==> src/rtl/stopwatch_timer_counter_if.sv <==
// Host-side bundle for the stopwatch elapsed-time core: tick/run/clear controls in,
// millisecond and seconds fields out.
interface stopwatch_timer_counter_if;
  localparam int unsigned MS_W  = 10;
  localparam int unsigned SEC_W = 6;

  logic             I_EN_1MS;
  logic             I_CLEAR_EN;
  logic             I_START_EN;
  logic [MS_W-1:0]  O_TIMER_MS;
  logic [SEC_W-1:0] O_TIMER_SEC;

  modport master (
    output I_EN_1MS, I_CLEAR_EN, I_START_EN,
    input  O_TIMER_MS, O_TIMER_SEC
  );

  modport slave (
    input  I_EN_1MS, I_CLEAR_EN, I_START_EN,
    output O_TIMER_MS, O_TIMER_SEC
  );
endinterface

==> src/rtl/stopwatch_timer_counter.sv <==
// Elapsed-time core: counts 1 ms tick strobes into a binary ms field (0..999) and a
// seconds field (0..59) that wraps silently; clear beats tick, run enable gates ticks.
module stopwatch_timer_counter (
  input  logic                      I_CLK,
  input  logic                      I_RSTN,
  stopwatch_timer_counter_if.slave  tif
);
  localparam int unsigned MS_W    = 10;
  localparam int unsigned SEC_W   = 6;
  localparam int unsigned MS_MAX  = 999;
  localparam int unsigned SEC_MAX = 59;

  logic [MS_W-1:0]  ms_q;
  logic [SEC_W-1:0] sec_q;
  logic             tick_c;
  logic             ms_wrap_c;
  logic             sec_wrap_c;

  // ">=" so an out-of-range field is treated as terminal and wraps on the next tick
  always_comb begin
    tick_c     = tif.I_START_EN & tif.I_EN_1MS;
    ms_wrap_c  = (ms_q  >= MS_W'(MS_MAX));
    sec_wrap_c = (sec_q >= SEC_W'(SEC_MAX));
  end

  // ms and sec share one edge so the carry is never visible half-applied
  always_ff @(posedge I_CLK or negedge I_RSTN) begin
    if (!I_RSTN) begin
      ms_q  <= '0;
      sec_q <= '0;
    end else if (tif.I_CLEAR_EN) begin
      ms_q  <= '0;
      sec_q <= '0;
    end else if (tick_c) begin
      if (ms_wrap_c) begin
        ms_q  <= '0;
        sec_q <= sec_wrap_c ? '0 : sec_q + SEC_W'(1);
      end else begin
        ms_q  <= ms_q + MS_W'(1);
      end
    end
  end

  assign tif.O_TIMER_MS  = ms_q;
  assign tif.O_TIMER_SEC = sec_q;
endmodule

==> src/flat_wrapper.sv <==
// flat-port wrapper written by rule: the top's interface ports become plain ports
module stopwatch_timer_counter_flat 
  (I_CLK, I_RSTN, tif_I_EN_1MS, tif_I_CLEAR_EN, tif_I_START_EN, tif_O_TIMER_MS, tif_O_TIMER_SEC);
  stopwatch_timer_counter_if tif_i ();
  input  logic I_CLK;
  input  logic I_RSTN;
  input wire logic [$bits(tif_i.I_EN_1MS)-1:0] tif_I_EN_1MS;
  input wire logic [$bits(tif_i.I_CLEAR_EN)-1:0] tif_I_CLEAR_EN;
  input wire logic [$bits(tif_i.I_START_EN)-1:0] tif_I_START_EN;
  output wire logic [$bits(tif_i.O_TIMER_MS)-1:0] tif_O_TIMER_MS;
  output wire logic [$bits(tif_i.O_TIMER_SEC)-1:0] tif_O_TIMER_SEC;
  assign tif_i.I_EN_1MS = tif_I_EN_1MS;
  assign tif_i.I_CLEAR_EN = tif_I_CLEAR_EN;
  assign tif_i.I_START_EN = tif_I_START_EN;
  assign tif_O_TIMER_MS = tif_i.O_TIMER_MS;
  assign tif_O_TIMER_SEC = tif_i.O_TIMER_SEC;
  stopwatch_timer_counter u_core (.I_CLK(I_CLK), .I_RSTN(I_RSTN), .tif(tif_i));
endmodule
==> config.mk <==
export PLATFORM = sky130hd
export DESIGN_NAME = stopwatch_timer_counter_flat
export DESIGN_NICKNAME = d
export VERILOG_FILES = /design/src/rtl/stopwatch_timer_counter_if.sv /design/src/rtl/stopwatch_timer_counter.sv /design/src/flat_wrapper.sv
export SDC_FILE = /design/constraint.sdc
export NUM_CORES = 1
export LEC_CHECK = 0
export ABC_AREA = 1
export CAP_MARGIN = 0
export CORE_MARGIN = 2
export CORE_UTILIZATION = 52
export CTS_BUF_LIST = sky130_fd_sc_hd__clkbuf_2
export CTS_CLUSTER_DIAMETER = 30
export DETAILED_ROUTE_END_ITERATION = 8
export PLACE_DENSITY = 0.81
export SYNTH_ARGS = -nofsm -noshare
export SYNTH_HDL_FRONTEND = slang
export SYNTH_SLANG_ARGS = --single-unit
==> constraint.sdc <==
create_clock -name I_CLK -period 1.7 [get_ports I_CLK]
set_clock_uncertainty 0.15 [all_clocks]
set_input_delay 0.34 -clock I_CLK [delete_from_list [all_inputs] [get_ports I_CLK]]
set_output_delay 0.34 -clock I_CLK [all_outputs]
set_load 0.03 [all_outputs]
== After elaboration in Yosys (flattened, before gate mapping) ==
Index checks and enable logic that the tools add are counted.
Widths: inputs -> output; s select.
Cells by class
  add/sub/neg operators: 2
  magnitude comparators: 2
  multiplexer cells: 7
  bitwise operators: 1
  reduce and logical (&&, ||, !) cells: 3
Operators with widths (number)
  $mux 10: 3
  $mux 6: 4
  $add 10x1->10 const B: 1
  $ge 10x10->1 const B: 1
  $add 6x1->6 const B: 1
  $ge 6x6->1 const B: 1
  $reduce_bool 2->1: 2
  $reduce_and 2->1: 1
  $and 1x1->1: 1
Word-level totals
  register bits after elaboration: 16
  input bits: 5
  output and inout bits: 16

== Logic depth before layout (Yosys ltp) ==
Gate-level depths: netlist of the first run.
  depth in word-level cells: 5
  gate-level depth with buffers: 9

== Worst setup path after synthesis of the first run ==
OpenSTA, ideal clock, no wires.
  path type: register to register
  start point: register u_core.ms_q[1], in the netlist u_core.tif.O_TIMER_MS[1]
  end point: register u_core.sec_q[3], in the netlist u_core.tif.O_TIMER_SEC[3]
  library setup time: 117 ps
  arrival: 1402 ps
  required time: 1433 ps
  setup slack: 30 ps
  stages on the path, launching flop included: 10
  clock period less this slack: 1670 ps
  cells stage by stage: dfrtp_1 -> ha_1 -> nand2_1 -> nand2_1 -> nand3_4 -> nand2_4 -> nand2_4 -> buf_6 -> nand2_1 -> nand2_1
Between the ends
  word-level cells in the longest chain between the ends: 3
Ends and longest elaborated chain
  start: declaration: line stopwatch_timer_counter.sv:13  | logic [MS_W-1:0] ms_q;
  start signal: assignment: line stopwatch_timer_counter.sv:39  | ms_q <= ms_q + MS_W'(1);
  $ge 10x10->1: line stopwatch_timer_counter.sv:22  | ms_wrap_c = (ms_q >= MS_W'(MS_MAX));
  $reduce_bool 2->1 (no source line)
  $reduce_and 2->1 (no source line)
  end signal: assignment: line stopwatch_timer_counter.sv:37  | sec_q <= sec_wrap_c ? '0 : sec_q + SEC_W'(1);
  end: declaration: line stopwatch_timer_counter.sv:14  | logic [SEC_W-1:0] sec_q;
No other way between the ends.
A chain may end at the register's enable or synchronous reset.

== Final worst setup path of the first run ==
  start point: register u_core.ms_q[3], in the netlist u_core.tif.O_TIMER_MS[3]
  end point: output port tif_O_TIMER_MS[3]
RTL lines
  end: declaration: line flat_wrapper.sv:10  | output wire logic [$bits(tif_i.O_TIMER_MS)-1:0] tif_O_TIMER_MS;
No word-level cell between the ends.

==> reports/qor.yml, run 1 <==
setup_path:
  critPathKind: "reg -> out"
  r2r-end: "u_core.tif.O_TIMER_SEC[0]"
  crit_cells: 1
  reg2regPathDepth: 7
  rrSetupSlack_ps: 110
  crit_chain: "dlygate4sd2_1"
  cp-end-kind: "output pin"
  path_max_fanout: 5
  max_stage_delay_ps: 440
  critPathSlowestCell: "dfrtp_1"
  cp_num_buf_inv: 1
  r2r_start: "u_core.tif.O_TIMER_SEC[0]"
  start_kind: "register"
  critPathArrivalTime_ps: 1160
  required_ps: 1210
  cp_top_family: "flip-flops"
synthesis:
  synth_area_um2: 987
  yosys_register_bits: 16
  synth.largest_area_cell: "dfrtp_1"
  yosysWarnings: 0
  synth_top_area_share_pct: 40.6
  syn_nets: 145
  synth_area_leaders: "dfrtp_1 (41%), nand2_1 (18%), nor2_1 (9.5%)"
  syn-instance-count: 138
  ys_types: 20
  ys_seq_area_share_pct: 40.6
  postSynthAreaPerCell_um2: 7.15
timing:
  hold_viol_final: 0
  period_share_pct: 96.8
  finalCriticalPeriod_ps: 1650
  worst_pin_slew_ps: 325
  slew_headroom_pct: 78.4
  finalSetupViolCount: 0
  slew_viol_final: 0
  fmax_mhz: 608
  fin_setup_tns_ps: 0
global_route:
  grt_pass1_vias: 842
  grt_start_max_net_pins: 17
  antenna_found_initial: 0
  grt_usage_pct: 22.3
  grt_first_pass_wirelength_mm: 3.57
  grt-ovfl-total: 0
placement:
  gp_congestion: 0.799
  port_buffers: 20
  dp_hpwl_mm: 1.67
  place_area_mm2: 0.00128
die:
  dieArea_mm2: 0.00226
  core_mm2: 0.00176
  dieWidth_um: 47.6
  pin_count: 21
  start_util_pct: 56.0
  rows: 15
  die_h_um: 47.6
finish:
  fill_cells: 176
  multi_input_comb_area_um2: 519
  fin_util_pct: 74.2
  register_area_um2: 402
  drive_gt1_share_pct: 16.8
  final_cell_mix: "nand2_1 (47), nor2_1 (24), dlygate4sd2_1 (16)"
  final_common_cell: "nand2_1"
  antenna_cells: 0
  design_area_mm2: 0.00131
  final_nets: 182
  area_growth_pct: 32.6
drt:
  postRouteAntennaNets: 0
  drc: 0
  routedWlPerCell_um: 11.4
  drt_iter0_drc: 31
  num_vias: 994
  viasPerCell: 5.02
  routed_wl_mm: 2.26
  dr.pass1.iters: 4
clocking:
  clk_root_buffer_cell: "clkbuf_2"
  clk_pin_slew_ps: 150
  cts_tree: "yes"
  cts.sinks: 16
  cts_buffers: 3
  clk_latency_ps: 300
  cts_max_level: 1
  clockBufferDepth: 2
power:
  ir_drop_v: 0.000477
  power_density_mw_per_mm2: 664
  leakage_nw: 0.717
min_path:
  hold_path_class: "in -> async"
status:
  status: "finished, final reports clean"
run:
  max_cap_violations: 0
[per-layer routing]
metal  global-route usage [%]  up-vias  part of all wire, %
li1                         -      504                    -
met1                     31.9      457                   46
met2                     33.5       26                   48
met3                     3.02        7                  4.1
met4                     10.3        0                  2.1
met5                        0        -                    0
[power breakdown]
| part | leakage, nW | internal, W | switching [W] |
|---|---|---|---|
| clock network | 0.0125 | 0.0000481 | 0.000122 |
| registers | 0.217 | 0.000407 | 0.0000230 |
| logic | 0.488 | 0.000107 | 0.000163 |
[final cells by class]
cell class | count | share of cell area (%)
clock buffer | 3 | 1.15
inverter | 15 | 4.30
tap | 25 | 2.39
multi-input combinational | 105 | 39.7
sequential | 16 | 30.7
timing repair buffer | 34 | 21.8
[registers in the layout, summed over array words and instances, names as in the netlist]
register,cells
u_core.tif.O_TIMER_SEC,6
u_core.tif.O_TIMER_MS,10
[logic make-up after synthesis]
family                   share of synthesized area, %
XOR/XNOR                                        0.887
flip-flops                                       40.6
buffers and inverters                            7.60
AND/OR/NAND/NOR                                  45.2
AO/OA/AOI/OAI                                    3.17
adder cells (fa/ha/maj)                          2.53
[cells in the mapped netlist]
library cell,number
nand3_1,11
nand4_1,6
inv_1,14
buf_6,1
o21ai_4,1
buf_4,1
nor2_1,25
xnor2_1,1
nand2_2,1
ha_1,2
o21ai_0,2
nor3_1,1
nand3_4,1
or2_1,1
nand2_4,3
inv_2,1
a21oi_1,1
nor2_4,1
nand2_1,48
dfrtp_1,16
[how the worst max path moves through the flow]
stage,start,end,slack [ps]
2_1_floorplan,u_core.tif.O_TIMER_MS[1],u_core.tif.O_TIMER_SEC[3],30
3_3_place_gp,tif_I_CLEAR_EN,u_core.tif.O_TIMER_MS[5],30
3_5_place_dp,tif_I_EN_1MS,u_core.tif.O_TIMER_MS[5],-10
4_1_cts,u_core.tif.O_TIMER_SEC[0],tif_O_TIMER_SEC[0],10
5_1_grt,u_core.tif.O_TIMER_SEC[0],u_core.tif.O_TIMER_SEC[0],-4
6_report,u_core.tif.O_TIMER_MS[3],tif_O_TIMER_MS[3],50
[timing repair]
action / CTS / global route
buffers inserted: 0 / 3
resized for setup: 16 / 4
gates cloned: 0 / 0
pin swaps: 0 / 1
endpoints found under the setup margin: 16 / 5
hold buffers: 0 / 0
[per-stage QoR]
step                      setup slack (ps)  hold slack, ps  total power, W  cells
after floorplan                       30.3            -106        0.000587    138
after CTS                             12.1             206        0.000849    195
after detailed placement             -14.6             338        0.000702    192
after global placement                26.6             342        0.000692    192
final                                 54.6             191        0.000869    198
after global routing                 -4.31             221        0.000915    198
Note: power is estimated with default switching activity, not from simulation.
==> run 2, diff against run 1 <==
--- a/config.mk
+++ b/config.mk
@@ -8,11 +8,12 @@
 export ABC_AREA = 1
 export CAP_MARGIN = 0
 export CORE_MARGIN = 2
-export CORE_UTILIZATION = 52
+export CORE_UTILIZATION = 40
 export CTS_BUF_LIST = sky130_fd_sc_hd__clkbuf_2
 export CTS_CLUSTER_DIAMETER = 30
 export DETAILED_ROUTE_END_ITERATION = 8
-export PLACE_DENSITY = 0.81
+export MAX_ROUTING_LAYER = met4
+export PLACE_DENSITY = 0.65
 export SYNTH_ARGS = -nofsm -noshare
 export SYNTH_HDL_FRONTEND = slang
 export SYNTH_SLANG_ARGS = --single-unit
==> reports/qor.yml, run 2 (synthesized netlist as in run 1, its figures left out) <==
power:
  switching_share_pct: 34.8
  ir_drop_v: 0.000369
  power_switching_w: 0.000298
  power_density_mw_per_mm2: 650
  leakage_nw: 0.701
  seqPwrFrac_pct: 50.4
  clock_power_share_pct: 19.8
  comb_power_share_pct: 29.8
  p_int_w: 0.000559
timing:
  finalCriticalPeriod_ps: 1620
  worst_pin_slew_ps: 315
  period_share_pct: 95.4
  finalSetupViolCount: 0
  fin_setup_tns_ps: 0
  fmax_mhz: 617
  hold_viol_final: 0
  slew_headroom_pct: 79.1
  slew_viol_final: 0
setup_path:
  crit_chain: "clkdlybuf4s15_1"
  r2r-end: "u_core.tif.O_TIMER_SEC[3]"
  r2r_start: "u_core.tif.O_TIMER_SEC[0]"
  cp_num_buf_inv: 1
  rrSetupSlack_ps: 160
  reg2regPathDepth: 7
  cp-end-kind: "output pin"
  required_ps: 1210
  max_stage_delay_ps: 450
  critPathKind: "reg -> out"
  critPathSlowestCell: "dfrtp_1"
  critPathArrivalTime_ps: 1130
  path_max_fanout: 5
  start_kind: "register"
  cp_top_family: "flip-flops"
placement:
  port_buffers: 20
  place_area_mm2: 0.00129
  gp_congestion: 0.847
  dp_hpwl_mm: 1.61
clocking:
  cts_max_level: 1
  cts_buffers: 3
  cts_hold_buf: 0
  clk_latency_ps: 280
  cts.sinks: 16
  cts_tree: "yes"
  clk_pin_slew_ps: 160
  clockBufferDepth: 2
  clk_root_buffer_cell: "clkbuf_2"
finish:
  antenna_cells: 0
  final_common_cell: "nand2_1"
  design_area_mm2: 0.00132
  final_nets: 181
  multi_input_comb_area_um2: 531
  drive_gt1_share_pct: 17.9
  largest_reg_flops: 10
  final_cell_mix: "nand2_1 (46), nor2_1 (24), dfrtp_1 (15)"
  fill_cells: 251
  register_area_um2: 402
  area_growth_pct: 33.5
drt:
  drt_iter0_drc: 13
  dr.pass1.iters: 4
  routedWlPerCell_um: 10.5
  viasPerCell: 4.64
  postRouteAntennaNets: 0
  drc: 0
  routed_wl_mm: 2.14
  num_vias: 941
run:
  max_cap_violations: 0
global_route:
  grt_first_pass_wirelength_mm: 3.80
  grt_start_max_net_pins: 17
  grt_usage_pct: 18.3
  grt-ovfl-total: 0
  grt_pass1_vias: 938
  antenna_found_initial: 0
die:
  pin_count: 21
  start_util_pct: 41.0
  die_h_um: 53.7
  dieWidth_um: 53.7
  rows: 18
  dieArea_mm2: 0.00288
  core_mm2: 0.00241
status:
  status: "finished, final reports clean"
min_path:
  hold_path_class: "in -> async"
## run 2: worst max path at each step
stage / cells after the start / endpoint / from / slack [ps]
after floorplan: 9 / u_core.tif.O_TIMER_SEC[3] / u_core.tif.O_TIMER_MS[1] / 30
after global placement: 8 / u_core.tif.O_TIMER_MS[5] / tif_I_CLEAR_EN / 20
after detailed placement: 8 / u_core.tif.O_TIMER_MS[5] / tif_I_EN_1MS / 3
after CTS: 1 / tif_O_TIMER_SEC[0] / u_core.tif.O_TIMER_SEC[0] / 10
after global routing: 1 / tif_O_TIMER_SEC[1] / u_core.tif.O_TIMER_SEC[1] / -8
final: 1 / tif_O_TIMER_SEC[1] / u_core.tif.O_TIMER_SEC[1] / 80
## run 2: timing repair
action / 4_1_cts / 5_1_grt
gates resized for setup: 16 / 12
hold endpoints to repair: 0 / 0
endpoints found under the setup margin: 16 / 10
pin swaps: 0 / 0
buffers inserted: 0 / 2
## run 2: per-stage QoR
step                      hold WS (ps)  instances  util, %  total power [W]  setup WS, ps
after floorplan                   -106        138        -         0.000587          30.3
after global placement             345        197     53.5         0.000697          24.5
after detailed placement           356        197     53.5         0.000700          3.34
after CTS                          201        201     53.4         0.000855          13.9
after global routing               193        203     54.7         0.000923         -8.20
final                              203        203     54.7         0.000857          78.3
## run 2: power by group through the flow
stage	Clock [W]	Sequential, W	Combinational, W
final	0.000170	0.000432	0.000255
after global routing	0.000198	0.000436	0.000288
after CTS	0.000182	0.000433	0.000241
after detailed placement	0	0.000441	0.000259
after global placement	0	0.000440	0.000257
after floorplan	0	0.000496	0.0000915
## run 2: routing by layer
layer	share of wire [%]	wire (um)	global-route usage, %	vias up
met5	0	0	-	-
met4	0.42	9	5.13	0
met3	3.7	80	3.06	2
met2	49	1050	31.3	19
met1	47	997	22.2	419
li1	-	-	-	501
## run 2: cell type report
type                            count  area share, %
Multi-Input combinational cell    105           40.3
Sequential cell                    16           30.5
Timing Repair Buffer               33           20.7
Inverter                           15           4.27
Tap cell                           30           2.85
Clock buffer                        3           1.14
Clock inverter                      1          0.285
